**src/rtl/alu_result_stage.sv**
```systemverilog
// alu_result_stage
// Registered result-select stage at the ALU output. One of NUM_IN lane
// results is chosen by sel at accept time and queued in a two-entry skid
// buffer (main + skid) with valid/ready handshakes on both sides. The
// NZCV flag register is updated in accept order, and selects that fall
// outside the populated lanes are passed through as zero with an error bit.
//
// Ports:
//   clk          rising-edge clock
//   reset_n      asynchronous active-low reset
//   in_valid     upstream offers a beat
//   in_ready     stage can accept (registered, = !skid full)
//   in_data      NUM_IN concatenated lane results, lane i at [i*WIDTH +: WIDTH]
//   sel          lane select sampled with the beat
//   set_flags    update NZCV from this beat
//   carry_in     adder carry-out for this beat
//   ovf_in       adder signed overflow for this beat
//   out_valid    out_data holds a valid entry
//   out_ready    downstream consumes the entry
//   out_data     selected result of the head entry
//   out_sel_err  head entry's select was out of range
//   flag_n/z/c/v architectural flags (registered)
module alu_result_stage #(
    parameter int WIDTH  = 64,
    parameter int NUM_IN = 5,
    parameter int SEL_W  = 3
) (
    input  logic                    clk,
    input  logic                    reset_n,
    input  logic                    in_valid,
    output logic                    in_ready,
    input  logic [NUM_IN*WIDTH-1:0] in_data,
    input  logic [SEL_W-1:0]        sel,
    input  logic                    set_flags,
    input  logic                    carry_in,
    input  logic                    ovf_in,
    output logic                    out_valid,
    input  logic                    out_ready,
    output logic [WIDTH-1:0]        out_data,
    output logic                    out_sel_err,
    output logic                    flag_n,
    output logic                    flag_z,
    output logic                    flag_c,
    output logic                    flag_v
);

    localparam int NLANE = 2 ** SEL_W;
    localparam logic [SEL_W:0] NUM_IN_W = NUM_IN[SEL_W:0];

    // Lane table padded to the full select range; unpopulated slots read zero.
    logic [WIDTH-1:0] lane_arr [NLANE];

    genvar gi;
    generate
        for (gi = 0; gi < NLANE; gi++) begin : g_lane
            if (gi < NUM_IN) begin : g_used
                assign lane_arr[gi] = in_data[gi*WIDTH +: WIDTH];
            end else begin : g_pad
                assign lane_arr[gi] = '0;
            end
        end
    endgenerate

    logic             sel_err;
    logic [WIDTH-1:0] sel_data;

    assign sel_err  = ({1'b0, sel} >= NUM_IN_W);
    assign sel_data = sel_err ? '0 : lane_arr[sel];

    logic             main_valid_reg;
    logic [WIDTH-1:0] main_data_reg;
    logic             main_err_reg;
    logic             skid_valid_reg;
    logic [WIDTH-1:0] skid_data_reg;
    logic             skid_err_reg;
    logic             flag_n_reg, flag_z_reg, flag_c_reg, flag_v_reg;

    logic accept;
    logic pop;

    assign in_ready    = !skid_valid_reg;
    assign accept      = in_valid && in_ready;
    assign pop         = main_valid_reg && out_ready;

    assign out_valid   = main_valid_reg;
    assign out_data    = main_data_reg;
    assign out_sel_err = main_err_reg;
    assign flag_n      = flag_n_reg;
    assign flag_z      = flag_z_reg;
    assign flag_c      = flag_c_reg;
    assign flag_v      = flag_v_reg;

    // Entry storage. A full skid implies in_ready = 0, so the skid-to-main
    // transfer never coincides with an accept.
    always_ff @(posedge clk or negedge reset_n) begin
        if (!reset_n) begin
            main_valid_reg <= 1'b0;
            main_data_reg  <= '0;
            main_err_reg   <= 1'b0;
            skid_valid_reg <= 1'b0;
            skid_data_reg  <= '0;
            skid_err_reg   <= 1'b0;
        end else begin
            if (pop && skid_valid_reg) begin
                main_data_reg  <= skid_data_reg;
                main_err_reg   <= skid_err_reg;
                skid_valid_reg <= 1'b0;
            end else if (accept && (!main_valid_reg || pop)) begin
                main_valid_reg <= 1'b1;
                main_data_reg  <= sel_data;
                main_err_reg   <= sel_err;
            end else if (accept) begin
                skid_valid_reg <= 1'b1;
                skid_data_reg  <= sel_data;
                skid_err_reg   <= sel_err;
            end else if (pop) begin
                main_valid_reg <= 1'b0;
            end
        end
    end

    // Flags follow accept order, so downstream stalls never reorder them.
    always_ff @(posedge clk or negedge reset_n) begin
        if (!reset_n) begin
            flag_n_reg <= 1'b0;
            flag_z_reg <= 1'b0;
            flag_c_reg <= 1'b0;
            flag_v_reg <= 1'b0;
        end else if (accept && set_flags && !sel_err) begin
            flag_n_reg <= sel_data[WIDTH-1];
            flag_z_reg <= (sel_data == '0);
            flag_c_reg <= carry_in;
            flag_v_reg <= ovf_in;
        end
    end

endmodule

```
**config.mk**
```make
export PLATFORM = sky130hd
export DESIGN_NAME = alu_result_stage
export DESIGN_NICKNAME = d
export VERILOG_FILES = /design/src/rtl/alu_result_stage.sv
export SDC_FILE = /design/constraint.sdc
export NUM_CORES = 1
export LEC_CHECK = 0
export CAP_MARGIN = 20
export CORE_AREA = 2 2 154 156
export CTS_CLUSTER_SIZE = 16
export DETAILED_ROUTE_END_ITERATION = 8
export DIE_AREA = 0 0 156 158
export PLACE_DENSITY_LB_ADDON = 0.08
export SETUP_SLACK_MARGIN = 0.1
export SLEW_MARGIN = 40
export SYNTH_ARGS = -nofsm -noshare
export SYNTH_HDL_FRONTEND = slang
export SYNTH_SLANG_ARGS = --single-unit
```
**constraint.sdc**
```tcl
create_clock -name clk -period 2.2 [get_ports clk]
set_input_delay 0.22 -clock clk [delete_from_list [all_inputs] [get_ports clk]]
set_output_delay 0.22 -clock clk [all_outputs]
set_load 0.05 [all_outputs]
```
==> flow_summary.toml <==
[status]
status = "complete, no violations"

[global_route]
overflow = 0
grt_pass1_wl_um = 47100
top_usage_layer = "met2"
antenna_found_initial = 1
met3_usage_pct = 6.82
grt_max_degree = 67
grt_pass1_vias = 8169
grtUsageMet1_pct = 32.2
grt.met2_usage_pct = 43.0
track_usage_pct = 25.5

[layout]
layout.nets = 1601
multiInputGateArea_sq_mm = 0.00413
final_area_sq_mm = 0.0137
area_growth_pct = 77.8
stdcell_count = 1574
final_layout_size_suffix_gt1_share_pct = 16.1
fill_cells = 2029
regArea_sq_mm = 0.00340

[yosys]
synth_cells = 800
syn_area_sq_mm = 0.00773
synth_top_family_by_area = "compound AO/OA/AOI/OAI gates"
ys.flop_type = "dfrtp_1"
synthSimpleGateAreaFrac_pct = 8.06
synth_top_area_share_pct = 44.0
synth_area_per_cell_sq_um = 9.66
synth_fa_ha_area_share_pct = 0
synth.most_common_cell = "dfrtp_1"
ys_top_cells_by_count = "dfrtp_1, mux2i_1, a21oi_1"
muxShareOfSynthArea_pct = 17.2
async_flop_share_pct = 100
yosys.area.top_type = "dfrtp_1"
synth_seq_cells = 136
synth_xor_area_share_pct = 0
syn-num-nets = 1130
yosys_warnings = 0
synth_edf_count = 0
synth.distinct_cells = 45
synth.yosys.seq_area_share_pct = 44.0
synth_compound_area_share_pct = 26.0
synth_area_leaders = "dfrtp_1, mux2i_1, a22oi_1"

[routing]
dr.pass1.iters = 5
ant_nets = 0
drt_iter0_markers = 354
drc_errors = 0
routedWlPerCell_um = 20.4
wl_um = 32200
via_count = 8292
viasPerCell = 5.27

[clock_tree]
clock_latency_ns = 0.42
htree_num_levels = 4
clk_pin_slew_worst_paths_ns = 0.06
clock_sink_count = 136
cts_buffers = 17
cts_tree = "yes"
clock_path_buffers = 2
cts-root-buf = "clkbuf_16"

[power]
p_sw_uw = 5990
irDropWorstVdd_v = 0.000595
p_per_area_mw_per_mm2 = 1050
clkPwrFrac_pct = 20.0
power.internal_uw = 8390
cellLeakagePower_uw = 0.00575
seqPwrFrac_pct = 30.2
p_sw_share_pct = 41.6
p_comb_share_pct = 49.8

[critical_path]
reg2reg_slack_ns = 0.22
path_cells = "clkdlybuf4s50_1 -> mux2_2 -> a221oi_2 -> nand4_1 -> or4_4 -> nor4b_4 -> a32o_2"
startpoint = "in_data[124]"
cp_slowest_stage_delay_ns = 0.59
cp_slowest_cell = "or4_4"
reg2reg_from = "skid_valid_reg$_DFFE_PN0P_"
critPathLaunchType = "primary input"
critPathKind = "primary input to register"
cp_max_fo = 2
cp.arrival_ns = 2.42
cp-end-kind = "register"
worstPathRequired_ns = 2.56

[die]
die_area_sq_mm = 0.0246
ios = 401
initial_core_util_pct = 33.5
rows = 56
die_y_um = 158
fp.dieW_um = 156
core_area_sq_mm = 0.0231

[place]
place_congestion = 0.793
post-place-cells = 1539
port_buffers = 400
place_hpwl_um = 25300
place_area_sq_mm = 0.0130

[sta]
final-max-slew-violation-count = 0
period_share_pct = 93.5
fin_worst_skew_ns = 0.00674
rsz0062_at_grt = "no"
setup-violations-final = 0
fmax_mhz = 486
whs_ns = 0.293
max_slew_margin_pct = 57.9
hold_viol = 0
worst_pin_slew_ns = 0.629
min_period_ns = 2.06

[worst_hold_path]
min_path_type = "primary input to async pin"

[run]
cap_violations = 0
## per-layer routing
metal / up-vias / part of all wire [%]
met4: 0 / 1.9
met3: 33 / 7.3
met5: - / 0
met1: 3965 / 42
met2: 314 / 49
li1: 3980 / -
## worst max-delay path, delay by kind of cell
kind                   cells  cell delay [ns]
AOI/OAI and AO/OA          2             0.47
and+or+nand+nor            3             1.05
buffers and inverters      1             0.39
muxes                      1             0.27
## logic make-up (layout without fill, tap and decap cells)
group / Yosys count / in the layout
AOI/OAI and AO/OA: 334 / 334
DFF: 136 / 136
and+or+nand+nor: 132 / 132
muxes: 120 / 120
buffers and inverters: 78 / 561
other: 0 / 1
## worst paths after layout
kind,depth (start not counted),to
setup / recovery,7,flag_z$_DFFE_PN0P_
hold / removal,2,skid_data_reg[21]$_DFFE_PN0P_
setup reg to reg,9,flag_z$_DFFE_PN0P_
hold reg to reg,2,out_data[24]$_DFFE_PN0P_
max in group asynchronous,3,out_data[54]$_DFFE_PN0P_
min in group clk,4,skid_data_reg[44]$_DFFE_PN0P_
## power groups by stage
| stage | combinational (uW) | clock (uW) | sequential, uW |
|---|---|---|---|
| final | 7160 | 2880 | 4340 |
| after global routing | 7640 | 3050 | 4480 |
| after CTS | 7190 | 2940 | 4340 |
| after detailed placement | 7160 | 0 | 4370 |
| after global placement | 7110 | 0 | 4330 |
| after floorplan | 2210 | 0 | 6220 |
## metrics by stage
| step | TNS (ns) | util [%] | total power [uW] | setup slack [ns] |
|---|---|---|---|---|
| 5_1_grt | 0 | 59.6 | 15200 | 0.0699 |
| 6_report | 0 | 59.6 | 14400 | 0.144 |
| 2_1_floorplan | 0 | - | 8420 | 0.131 |
| 4_1_cts | 0 | 58.9 | 14500 | 0.115 |
| 3_5_place_dp | -0.449 | 56.2 | 11500 | -0.449 |
| 3_3_place_gp | -0.424 | 56.2 | 11400 | -0.424 |
## layout make-up
cell class	count	share of cell area, %
antenna	1	0.0182
tap	290	2.64
timing repair buffer	528	38.2
sequential	136	24.8
multi-input combinational	586	30.0
inverter	2	0.0546
clock buffer	18	3.20
clock inverter	13	1.13
## cells in the final DEF, fill, tap and decap left out, types with 4 or more instances in the layout
| master | instances |
|---|---|
| o22ai_1 | 30 |
| buf_4 | 105 |
| mux2i_1 | 102 |
| mux2_2 | 6 |
| o2bb2ai_1 | 11 |
| mux4_2 | 9 |
| dlymetal6s2s_1 | 6 |
| nor2b_1 | 9 |
| nor2_1 | 78 |
| nand2_1 | 7 |
| nand4_1 | 15 |
| clkdlybuf4s50_1 | 389 |
| buf_6 | 5 |
| a31oi_1 | 19 |
| a21oi_1 | 94 |
| clkbuf_16 | 17 |
| dfrtp_1 | 136 |
| clkinv_2 | 5 |
| o21ai_1 | 4 |
| o22a_1 | 5 |
| a22oi_1 | 65 |
| buf_12 | 20 |
| o21ai_0 | 90 |
## what timing repair did
item	CTS	global route
buffers inserted	0	2
hold endpoints to repair	40	0
gates resized for setup	4	28
endpoints found under the setup margin	1	1
hold buffers	1	0
pin swaps	0	9
Note: power is estimated with default switching activity, not from simulation.
==> patch 1, RTL diff (config.mk and constraints unchanged) <==
Change the parameter `WIDTH` from 64 to 32.
--- a/src/rtl/alu_result_stage.sv
+++ b/src/rtl/alu_result_stage.sv
@@ -22,5 +22,5 @@
 //   flag_n/z/c/v architectural flags (registered)
 module alu_result_stage #(
-    parameter int WIDTH  = 64,
+    parameter int WIDTH  = 32,
     parameter int NUM_IN = 5,
     parameter int SEL_W  = 3
Ports: changed (resized in_data and out_data); port bits go from 401 to 209. The function was not compared with the original's and may differ.
==> patch 1 against the original RTL <==
Non-clock buffer count shrank 280. Register-to-register slack gained 170 ps. Worst setup slack improved by 110 ps. Area after synthesis down 48%. Worst hold slack improved by 97 ps. Clock skew shrank 2.1 ps. Wire length is 48% lower. Critical path depth down 1. Die area unchanged. Critical path type unchanged. Sequential cell count decreased by 64. Power decreased by 48%. Design area fell by 49%. Synthesized cell count shrank 53%. Clock power decreased by 50%.
==> patch 1: results (changes against the original RTL) <==
\begin{tabular}{lr}
\hline
Metric & Value \\
\hline
\multicolumn{2}{l}{\textbf{CTS}} \\
\quad Post-cts resize count & 0 (-4) \\
\quad Number of levels the H-tree was split into & 3 (-1) \\
\multicolumn{2}{l}{\textbf{Place}} \\
\quad Final weighted congestion in routability-driven placement & 0.779 (-1.8\%) \\
\quad Post-placement cell count & 880 (-43\%) \\
\quad Setup WS pre-CTS & -135 ps (+313 ps) \\
\multicolumn{2}{l}{\textbf{Finish}} \\
\quad Clock buffers and inverters, area share & 0.0413 (-0.00192) \\
\quad Number of inverters outside the clock class in the layout & 3 (+1) \\
\quad Finished layout cell area & 0.00699 sq mm (-49\%) \\
\quad Fraction of area in registers & 0.258 (+0.00997) \\
\quad Post-route insts no fill & 897 (-43\%) \\
\quad Share of cell area taken by multi-input logic gates & 0.297 (-0.00312) \\
\quad Count of non-CTS buffers in the layout & 248 (-53\%) \\
\multicolumn{2}{l}{\textbf{Yosys}} \\
\quad Fraction of the mapped netlist area in compound gates & 0.239 (-0.0209) \\
\quad Largest cells by area after synthesis & sky130\_fd\_sc\_hd\_\_dfrtp\_1 45\%, sky130\_fd\_sc\_hd\_\_a22oi\_1 10\%, sky130\_fd\_sc\_hd\_\_mux4\_2 9.5\% \\
\quad List of most frequent post-synthesis cells & 72 x sky130\_fd\_sc\_hd\_\_dfrtp\_1, 55 x sky130\_fd\_sc\_hd\_\_a22oi\_1, 42 x sky130\_fd\_sc\_hd\_\_o21ai\_1 \\
\quad Portion of the post-synthesis area used by sequential elements & 0.446 (+0.00561) \\
\quad Cell variety after synth & 38 (-16\%) \\
\multicolumn{2}{l}{\textbf{Critical path}} \\
\quad Worst reg2reg path depth & 6 (-3) \\
\quad Launching instance or port of the critical path & in\_data[0] \\
\quad Reg2reg setup slack & 390 ps (+170 ps) \\
\multicolumn{2}{l}{\textbf{STA}} \\
\quad Post-Route Hold Slack & 390 ps (+96.8 ps) \\
\quad Share of the clock period used by the worst path after layout & 0.885 (-0.0495) \\
\multicolumn{2}{l}{\textbf{Power}} \\
\quad Net switching fraction of the power & 0.430 (+0.0131) \\
\quad Maximum VDD drop & 0.377 mV (-37\%) \\
\quad Power consumed by sequential cells & 2.33 mW (-46\%) \\
\quad Share of total power in the clock network & 0.193 (-0.007) \\
\multicolumn{2}{l}{\textbf{Run status}} \\
\quad Status & completed \\
\multicolumn{2}{l}{\textbf{GRT}} \\
\quad Global routing usage on met3 & 0.0353 (-0.0328) \\
\quad Met2 routing resource usage after global routing & 0.223 (-0.207) \\
\hline
\end{tabular}
## patch 1: cell types whose count changed in the layout (fill, tap and decap cells not counted), moves of 13 or more
cell / before / now
sky130_fd_sc_hd__a21oi_1: 94 / 9
sky130_fd_sc_hd__o21ai_0: 90 / 31
sky130_fd_sc_hd__a31oi_1: 19 / 1
sky130_fd_sc_hd__nand4_1: 15 / 2
sky130_fd_sc_hd__dfrtp_1: 136 / 72
sky130_fd_sc_hd__clkdlybuf4s50_1: 389 / 206
sky130_fd_sc_hd__nand2_1: 7 / 41
sky130_fd_sc_hd__buf_12: 20 / 6
sky130_fd_sc_hd__o22ai_1: 30 / 0
sky130_fd_sc_hd__mux2i_1: 102 / 12
sky130_fd_sc_hd__nor2_1: 78 / 4
sky130_fd_sc_hd__buf_4: 105 / 33
sky130_fd_sc_hd__o21ai_1: 4 / 42
==> patch 2, RTL diff (config.mk and constraints unchanged) <==
Made on the original files. Make the reset (`reset_n`) synchronous in 2 clocked blocks. Comments in the files are not updated.
--- a/src/rtl/alu_result_stage.sv
+++ b/src/rtl/alu_result_stage.sv
@@ -93,5 +93,5 @@
     // Entry storage. A full skid implies in_ready = 0, so the skid-to-main
     // transfer never coincides with an accept.
-    always_ff @(posedge clk or negedge reset_n) begin
+    always_ff @(posedge clk) begin
         if (!reset_n) begin
             main_valid_reg <= 1'b0;
@@ -121,5 +121,5 @@
 
     // Flags follow accept order, so downstream stalls never reorder them.
-    always_ff @(posedge clk or negedge reset_n) begin
+    always_ff @(posedge clk) begin
         if (!reset_n) begin
             flag_n_reg <= 1'b0;
Behaviour: differs if reset_n is asserted again (counterexample within 4 cycles, from zero or initial values and one cycle with reset_n low); with reset_n held inactive, the same outputs for 4 cycles.
==> patch 2 against the original RTL <==
Sequential cell count unchanged. Design area fell by 3.5%. Wire length increased by 4.3%. Critical path depth shrank 6. Area after synthesis decreased by 2.2%. Worst setup slack better by 100 ps. Sequential share of layout area down 4.2 points. Critical path type is now register to output pin. Largest cell class unchanged.
Power is not compared: it rests on default switching activity, and its combinational part moved more than twofold at a synthesized area within 25%.
==> patch 2: results (changes against the original RTL) <==
\begin{tabular}{lr}
\hline
Metric & Value \\
\hline
\multicolumn{2}{l}{\textbf{STA}} \\
\quad Final worst slack & 246 ps (+102 ps) \\
\quad Fin Clk Skew & 9.07 ps (+2.33 ps) \\
\quad Max-slew headroom at the worst pin & 0.558 (-0.0218) \\
\multicolumn{2}{l}{\textbf{Place}} \\
\quad Setup WS pre-CTS & -291 ps (+157 ps) \\
\quad Final weighted congestion in routability-driven placement & 0.836 (+5.4\%) \\
\quad Post-place instance area & 0.0127 sq mm (-2.3\%) \\
\quad Estimated wirelength of the detail-placed design & 25.8 mm (+2.2\%) \\
\multicolumn{2}{l}{\textbf{Yosys}} \\
\quad Async set-or-reset flop fraction in the synthesized netlist & 0 (-1.00) \\
\quad Cell variety after synth & 39 (-13\%) \\
\quad List of most frequent post-synthesis cells & 197 x sky130\_fd\_sc\_hd\_\_nor2\_1, 136 x sky130\_fd\_sc\_hd\_\_dfxtp\_1, 122 x sky130\_fd\_sc\_hd\_\_mux2i\_1 \\
\quad Dominant register cell in the synthesized netlist & sky130\_fd\_sc\_hd\_\_dfxtp\_1 \\
\quad Most common cell in the synthesized netlist & sky130\_fd\_sc\_hd\_\_nor2\_1 \\
\quad Largest cells by area after synthesis & sky130\_fd\_sc\_hd\_\_dfxtp\_1 36\%, sky130\_fd\_sc\_hd\_\_mux2i\_1 16\%, sky130\_fd\_sc\_hd\_\_nor2\_1 9.8\% \\
\quad Post-synthesis net count & 1241 (+9.8\%) \\
\multicolumn{2}{l}{\textbf{Finish}} \\
\quad Final layout net count & 1686 (+5.3\%) \\
\quad Filler cell count in the final layout & 2154 (+6.2\%) \\
\quad Ratio of cells with drive above 1 in the final layout & 0.127 (-0.0342) \\
\quad Antenna cell count & 0 (-1) \\
\multicolumn{2}{l}{\textbf{Critical path}} \\
\quad Cell at the slowest stage of the critical path & sky130\_fd\_sc\_hd\_\_clkdlybuf4s50\_1 \\
\quad Top cell family by delay on the critical path & buffers and inverters \\
\quad Worst reg2reg path depth & 7 (-2) \\
\quad Launching instance or port of the critical path & out\_data[27]\$\_SDFFE\_PN0P\_ \\
\quad Arrival time reported for the critical path endpoint & 1730 ps (-690 ps) \\
\quad Reg-to-reg critical path startpoint & skid\_valid\_reg\$\_SDFFE\_PP0P\_ \\
\quad Endpoint of the most critical setup path & out\_data[27] \\
\quad Worst reg2reg path endpoint & out\_data[52]\$\_SDFFE\_PN0P\_ \\
\multicolumn{2}{l}{\textbf{GRT}} \\
\quad Vias in the first global route & 8483 (+3.8\%) \\
\quad Overall Global Routing Usage & 0.262 (+0.00696) \\
\quad Number of antenna violations at the first check in global routing & 0 (-1) \\
\quad Largest net degree at the start of global routing & 65 (-3.0\%) \\
\quad Global-route wire length before repair & 48.8 mm (+3.6\%) \\
\multicolumn{2}{l}{\textbf{Run status}} \\
\quad Status & completed \\
\multicolumn{2}{l}{\textbf{Min path}} \\
\quad Hold Crit Class & input pin to register \\
\multicolumn{2}{l}{\textbf{Route}} \\
\quad Via count of the routed design & 8778 (+5.9\%) \\
\quad WL/cell & 20.2 um (-1.1\%) \\
\hline
\end{tabular}
## patch 2: area by class of cell
type                       count  area, sq um  area share
timing repair buffer         517         5110       0.386
multi-input combinational    679         4440       0.335
sequential                   136         2720       0.205
clock buffer                  17          425      0.0321
tap                          290          363      0.0274
clock inverter                15          165      0.0125
inverter                       5         21.3     0.00160
## patch 2: repair_timing
action,4_1_cts,5_1_grt
gates resized for setup,0,1
endpoints found under the hold margin,0,0
endpoints found under the setup margin,0,1
buffers inserted,0,0
## patch 2: kinds of logic after synthesis
| family | synth area share |
|---|---|
| and+or+nand+nor | 0.155 |
| muxes | 0.174 |
| DFF | 0.360 |
| AOI/OAI and AO/OA | 0.254 |
| buffers and inverters | 0.0566 |
## patch 2: metrics by stage
step	instances	total power, mW
3_5_place_dp	1627	5.01
4_1_cts	1659	7.88
2_1_floorplan	911	3.73
3_3_place_gp	1627	4.99
6_report	1659	7.83
5_1_grt	1659	8.17
## patch 2: per-layer routing
layer	vias to the layer above	part of all wire	GRT usage	wire length [um]
li1	4310	-	-	-
met1	4093	0.42	0.325	14200
met2	335	0.48	0.452	16000
met3	40	0.076	0.0654	2560
met4	0	0.021	0.0756	705
met5	-	0	0	0
## patch 2: where the power goes
group	switching, mW	total, mW	internal [mW]	leakage (nW)
sequential	0.0728	2.66	2.59	1.11
clock	1.19	2.88	1.69	0.289
combinational	1.10	2.29	1.19	3.71
## patch 2: worst min-delay path, stage by stage
cell	delay, ps
sky130_fd_sc_hd__buf_4	140
sky130_fd_sc_hd__buf_4	220
sky130_fd_sc_hd__nand3_1	90
sky130_fd_sc_hd__a21oi_1	50
